==> config.mk <==
export PLATFORM = sky130hd
export DESIGN_NAME = pio_input_debouncer
export DESIGN_NICKNAME = d
export VERILOG_FILES = /design/src/rtl/pio_input_debouncer_pkg.sv /design/src/rtl/pio_input_debouncer_bit.sv /design/src/rtl/pio_input_debouncer.sv
export SDC_FILE = /design/constraint.sdc
export NUM_CORES = 1
export LEC_CHECK = 0
export CAP_MARGIN = 10
export CORE_AREA = 5 5 177 265
export DETAILED_ROUTE_END_ITERATION = 8
export DIE_AREA = 0 0 182 270
export PLACE_DENSITY_LB_ADDON = 0.2
export SLEW_MARGIN = 25
export SYNTH_ARGS = -nofsm -noshare
export SYNTH_HDL_FRONTEND = slang
export SYNTH_HIERARCHICAL = 1
export SYNTH_SLANG_ARGS = --single-unit
==> constraint.sdc <==
create_clock -name clk -period 3.1 [get_ports clk]
set_input_delay 0.31 -clock clk [delete_from_list [all_inputs] [get_ports clk]]
set_output_delay 0.31 -clock clk [all_outputs]
set_load 0.01 [all_outputs]
==> src/rtl/pio_input_debouncer_pkg.sv <==
// Shared constants for the PIO input conditioning blocks.
//   - Default parameter values for the switch and button instances.
//   - Invert masks for the board switch and button banks.
//   - Width helpers for the debounce counter and the tick prescaler.
package pio_cond_pkg;

  localparam int DEFAULT_WIDTH          = 32;
  localparam int DEFAULT_SYNC_STAGES    = 2;
  localparam int DEFAULT_TICK_DIV       = 50000;
  localparam int DEFAULT_DEBOUNCE_TICKS = 10;

  // Switches are active-high; the four push buttons are active-low.
  localparam logic [31:0] SWITCH_INVERT_MASK = 32'h0000_0000;
  localparam logic [31:0] BUTTON_INVERT_MASK = 32'h0000_000F;

  // Counter runs 0..ticks-1; one spare bit keeps ticks=1 legal.
  function automatic int cnt_width(input int ticks);
    return $clog2(ticks) + 1;
  endfunction

  function automatic int presc_width(input int div);
    return (div > 1) ? $clog2(div) : 1;
  endfunction

  localparam int DEFAULT_CNT_W   = cnt_width(DEFAULT_DEBOUNCE_TICKS);
  localparam int DEFAULT_PRESC_W = presc_width(DEFAULT_TICK_DIV);

endpackage

==> src/rtl/pio_input_debouncer_bit.sv <==
// One input bit of the conditioning stage: polarity inversion, a
// SYNC_STAGES-deep synchroniser, a tick-qualified debounce counter and the
// registered rise/fall event pulses.
// Ports:
//   clk, reset : clock and asynchronous active-high reset
//   raw        : unsynchronised board input
//   tick       : debounce time base, one cycle per tick
//   clean      : debounced level
//   rise, fall : one-cycle pulses, same cycle that clean changes
module debounce_bit
  import pio_cond_pkg::*;
#(
  parameter int   SYNC_STAGES    = DEFAULT_SYNC_STAGES,
  parameter int   DEBOUNCE_TICKS = DEFAULT_DEBOUNCE_TICKS,
  parameter logic INVERT         = 1'b0
) (
  input  logic clk,
  input  logic reset,
  input  logic raw,
  input  logic tick,
  output logic clean,
  output logic rise,
  output logic fall
);

  localparam int               CNT_W    = cnt_width(DEBOUNCE_TICKS);
  localparam logic [CNT_W-1:0] CNT_LAST = CNT_W'(DEBOUNCE_TICKS - 1);

  logic [SYNC_STAGES-1:0] sync_p;
  logic                   sync_bit;
  logic [CNT_W-1:0]       cnt;

  // Synchroniser stage: inversion happens before the first flop so the
  // chain only ever carries the active-high view of the input.
  always_ff @(posedge clk or posedge reset) begin
    if (reset) begin
      sync_p <= '0;
    end else begin
      sync_p <= {sync_p[SYNC_STAGES-2:0], raw ^ INVERT};
    end
  end

  assign sync_bit = sync_p[SYNC_STAGES-1];

  // Debounce stage: any sample matching the stable level discards the
  // partial count, so only an unbroken run of differing ticks is accepted.
  always_ff @(posedge clk or posedge reset) begin
    if (reset) begin
      clean <= 1'b0;
      cnt   <= '0;
      rise  <= 1'b0;
      fall  <= 1'b0;
    end else begin
      rise <= 1'b0;
      fall <= 1'b0;
      if (sync_bit == clean) begin
        cnt <= '0;
      end else if (tick) begin
        if (cnt == CNT_LAST) begin
          clean <= sync_bit;
          cnt   <= '0;
          rise  <= sync_bit;
          fall  <= ~sync_bit;
        end else begin
          cnt <= cnt + 1'b1;
        end
      end
    end
  end

endmodule

==> src/rtl/pio_input_debouncer.sv <==
// Input conditioning for a 32-bit PIO bank (switches or buttons).
// Synchronises, debounces and optionally inverts each raw board input and
// reports accepted level changes as one-cycle event pulses.
// Ports:
//   clk        : system clock
//   reset      : asynchronous active-high reset
//   raw_in     : unsynchronised board inputs
//   clean_out  : debounced level word for the PIO export
//   rise_pulse : per-bit pulse on an accepted 0->1 change
//   fall_pulse : per-bit pulse on an accepted 1->0 change
//   any_change : OR of all rise and fall pulses, same cycle
module pio_input_debouncer
  import pio_cond_pkg::*;
#(
  parameter int               WIDTH          = DEFAULT_WIDTH,
  parameter int               SYNC_STAGES    = DEFAULT_SYNC_STAGES,
  parameter int               TICK_DIV       = DEFAULT_TICK_DIV,
  parameter int               DEBOUNCE_TICKS = DEFAULT_DEBOUNCE_TICKS,
  parameter logic [WIDTH-1:0] INVERT_MASK    = '0
) (
  input  logic             clk,
  input  logic             reset,
  input  logic [WIDTH-1:0] raw_in,
  output logic [WIDTH-1:0] clean_out,
  output logic [WIDTH-1:0] rise_pulse,
  output logic [WIDTH-1:0] fall_pulse,
  output logic             any_change
);

  logic tick;

  // Tick stage: one shared prescaler paces every bit's counter.
  generate
    if (TICK_DIV <= 1) begin : g_tick_always
      assign tick = 1'b1;
    end else begin : g_presc
      localparam int                 PRESC_W    = presc_width(TICK_DIV);
      localparam logic [PRESC_W-1:0] PRESC_LAST = PRESC_W'(TICK_DIV - 1);

      logic [PRESC_W-1:0] presc;

      always_ff @(posedge clk or posedge reset) begin
        if (reset) begin
          presc <= '0;
        end else if (presc == PRESC_LAST) begin
          presc <= '0;
        end else begin
          presc <= presc + 1'b1;
        end
      end

      assign tick = (presc == PRESC_LAST);
    end
  endgenerate

  genvar i;
  generate
    for (i = 0; i < WIDTH; i++) begin : g_bit
      debounce_bit #(
        .SYNC_STAGES   (SYNC_STAGES),
        .DEBOUNCE_TICKS(DEBOUNCE_TICKS),
        .INVERT        (INVERT_MASK[i])
      ) u_bit (
        .clk  (clk),
        .reset(reset),
        .raw  (raw_in[i]),
        .tick (tick),
        .clean(clean_out[i]),
        .rise (rise_pulse[i]),
        .fall (fall_pulse[i])
      );
    end
  endgenerate

  // Pulses are already registered, so the OR lines up with them.
  assign any_change = |(rise_pulse | fall_pulse);

endmodule
==> key figures, run 1 <==
Layout
  • Layout cells sized above 1: between 5 and 6%
  • Most common cell after layout, fill and taps aside: dfrtp_1
  • Non-Filler Instances: about 2100
  • Area Growth Syn to Fin: 21.7%
  • Final Cell Area: approximately 19000 sq um
  • Commonest cells after routing, fill and taps aside: dfrtp_1 (336), clkdlybuf4s50_1 (128), nand2_1 (101)
  • Final nets: about 1600
  • Antenna Cells: 0

Worst setup path
  • CP max-delay cell: or4_1
  • CP Data Required Time: approximately 2.8 ns
  • Worst Setup Start Kind: flop
  • Cells along the critical path: nor4_2 -> nand4_1 -> buf_4 -> or4_1 -> dlygate4sd2_1
  • Critical Path Fanout Max: 2
  • CP Capture Type: primary output
  • Worst setup path class: reg2out
  • Max incr delay on CP: 0.56 ns
  • Worst path arrival time: around 2.7 ns

Yosys
  • Mapped Cells: 1337
  • Number of distinct library cells after synthesis: 30
  • Synth Area per Inst: approximately 11 sq um
  • YS warnings: 6
  • Syn nets: 1436
  • Netlist Area Pre-Place: 15300 sq um
  • #FFs+latches synth: about 340
  • Post-synthesis sequential area ratio: 54.8%
  • Synth Area in Compound Gates: ~7%
  • Synth Area in Simple Gates: between 20% and 30%
  • Synth Area in XOR/XNOR: roughly 4.3%
  • Asr flop ratio synth: 100%
  • Largest family of logic cells by synthesized area: simple AND/OR/NAND/NOR gates
  • Post-synth EDFFs: 0
  • Multiplexer area fraction after synthesis: approximately 2.4%
  • Ys flop type: dfrtp_1
  • Post-synthesis adder-cell area fraction: under 10%

STA
  • Setup TNS: 0 ns
  • Final hold viol count: 0
  • Final setup vio count: 0
  • Least-Margin Pin Slew: between 0.9 and 1 ns
  • Min cycle time layout: 2.97 ns
  • Worst rel slew slack: 37.2%
  • Fmax: approximately 0.34 GHz
  • Clk_skew: ~0.017 ns
  • Final Slew Violations: 0
  • Tcrit/Tclk final: 95.7%
  • Unrepaired setup endpoints after global routing: false

CTS
  • CTS root buffer: clkbuf_16
  • Worst-path clk slew: around 0.060 ns
  • CTS tree: done
  • TritonCTS Buffers: 37
  • H-Tree Depth: 2
  • Cts hold-fix bufs: 0
  • Setup Buffers After CTS: 0
  • Worst-Skew Late Latency: 0.53 ns
  • Clock Sink Count: 336
  • Max Root-Sink Buffers: 3

Global route
  • Largest net degree at the start of global routing: roughly 100
  • All-Layer GR Usage: between 10% and 20%
  • Vias in the first global route: 11000
  • Antenna violations before repair: 1
  • First-pass GRT wire length: about 55 mm
  • Global route overflow: 0

Detailed routing
  • Wirelength per Cell: about 16 um
  • DRC viols: 0
  • Routed via count: 10600
  • Drt via density: just over 5
  • Pre-antenna DRT Iters: 4
  • Total Wirelength: roughly 33 mm
  • Antenna viol nets, final: 0
  • Starting DRC count in detailed routing: 400

Place
  • IO Port Bufs: 130
  • Half-perimeter wire length after placement: roughly 23 mm
  • Placed cell areas: approximately 17000 sq um
  • Gpl congestion: 0.766
  • Placed insts: between 2000 and 2500

Min path
  • Class of the worst hold path: in2reg

Floorplanning
  • Row cnt: 95
  • Core ar.: 44300 sq um
  • Die height: 270 um
  • Die ar.: between 40000 and 50000 sq um
  • Die X: about 180 um
  • Top Ports: 131
  • Initial Utilization: 34.6%

Pwr
  • Pwr per Cell Area: slightly below 500 nW/um^2
  • Maximum VDD drop: 0.368 mV
  • Total power: about 0.0093 W
  • LEAKAGE: around 8 nW

Status
  • Status: completed

Job
  • Maxcap violations: 0
flip-flops by register name, indices dropped and copies added, names as in the netlist:
register / count
g_bit.u_bit/clean: 32
g_bit.u_bit/cnt: 160
g_bit.u_bit/fall: 32
g_bit.u_bit/rise: 32
g_bit.u_bit/sync_p: 64
g_presc.presc: 16
metrics by stage:
step / hold slack (ns) / worst slack (ns) / utilization (%)
5_1_grt: 0.191 / 0.00444 / 42.1
4_1_cts: 0.183 / 0.0269 / 42.1
3_3_place_gp: 0.333 / 0.180 / 39.1
6_report: 0.218 / 0.133 / 42.1
3_5_place_dp: 0.335 / 0.170 / 39.1
2_1_floorplan: 0.150 / 0.360 / -
kinds of logic (layout without fill, tap and decap cells):
family,count (synthesis),in the layout
adder cells (fa/ha/maj),65,65
buffers and inverters,97,276
AND/OR/NAND/NOR,568,568
multiplexers,33,33
flip-flops,336,336
XOR/XNOR,76,76
AO/OA/AOI/OAI,162,162
final cells by class:
cell class / instances / area, sq um
clock buffers: 47 / 1050
multi-input cells: 904 / 6560
inverters: 65 / 244
well taps: 582 / 728
flip-flops and latches: 336 / 8410
repair buffers: 143 / 1440
fillers: 4202 / 25700
clock inverters: 21 / 243
Yosys cell counts (all sizes together), types with 33 or more instances:
library cell	count	share of area, %
dfrtp	336	55
nand2	101	2.5
a21oi	97	3.2
nand3b	96	4.7
ha	65	5.3
inv	65	1.6
nand2b	65	2.7
nor3b	64	3.1
nand4	42	1.7
nor2	41	1.0
xor2	39	2.2
xnor2	37	2.1
nand3	35	1.1
or3	33	1.3
what timing repair did:
action / CTS / global route
hold endpoints to repair: 0 / 0
endpoints found under the setup margin: 1 / 0
gates resized for setup: 5 / 0
power breakdown:
| group | internal [W] | switching (W) | total [W] |
|---|---|---|---|
| Combinational | 0.0000579 | 0.000136 | 0.000194 |
| Sequential | 0.00443 | 0.0000284 | 0.00446 |
| Clock | 0.00275 | 0.00185 | 0.00460 |
| Total | 0.00724 | 0.00201 | 0.00925 |
routing by layer:
metal / vias to the layer above / GRT usage, % / routed length (um)
met5: - / 0 / 13
met4: 2 / 4.60 / 968
met3: 50 / 2.63 / 1380
met2: 169 / 23.8 / 16700
met1: 5269 / 16.0 / 13700
li1: 5108 / - / -
worst paths after layout:
path / to / cells after the start / slack [ns] / start
min reg2reg: g_bit[8].u_bit/sync_p[1] / 0 / 0.35 / g_bit[8].u_bit/sync_p[0]
min in group asynchronous: g_bit[25].u_bit/cnt[0] / 2 / 0.23 / reset
max in group asynchronous: g_presc.presc[4] / 2 / 2.33 / reset
max reg2reg: g_bit[20].u_bit/cnt[3] / 6 / 0.47 / g_presc.presc[4]
min: g_bit[7].u_bit/sync_p[0] / 1 / 0.22 / raw_in[7]
max: any_change / 5 / 0.13 / g_bit[3].u_bit/rise
worst max-delay path, delay by kind of cell, from the launching register on:
kind	cells	cell delay, ns
DFF	1	0.38
buffers and inverters	2	0.55
and+or+nand+nor	3	1.19
Power figures use the tool's default switching activity.
==> run 2, diff against run 1 <==
--- a/config.mk
+++ b/config.mk
@@ -5,7 +5,7 @@
 export SDC_FILE = /design/constraint.sdc
 export NUM_CORES = 1
 export LEC_CHECK = 0
-export CAP_MARGIN = 10
+export CAP_MARGIN = 20
 export CORE_AREA = 5 5 177 265
 export DETAILED_ROUTE_END_ITERATION = 8
 export DIE_AREA = 0 0 182 270
==> results of run 2 <==
Same layout as run 1: the final DEF is identical, and so are final timing and power.
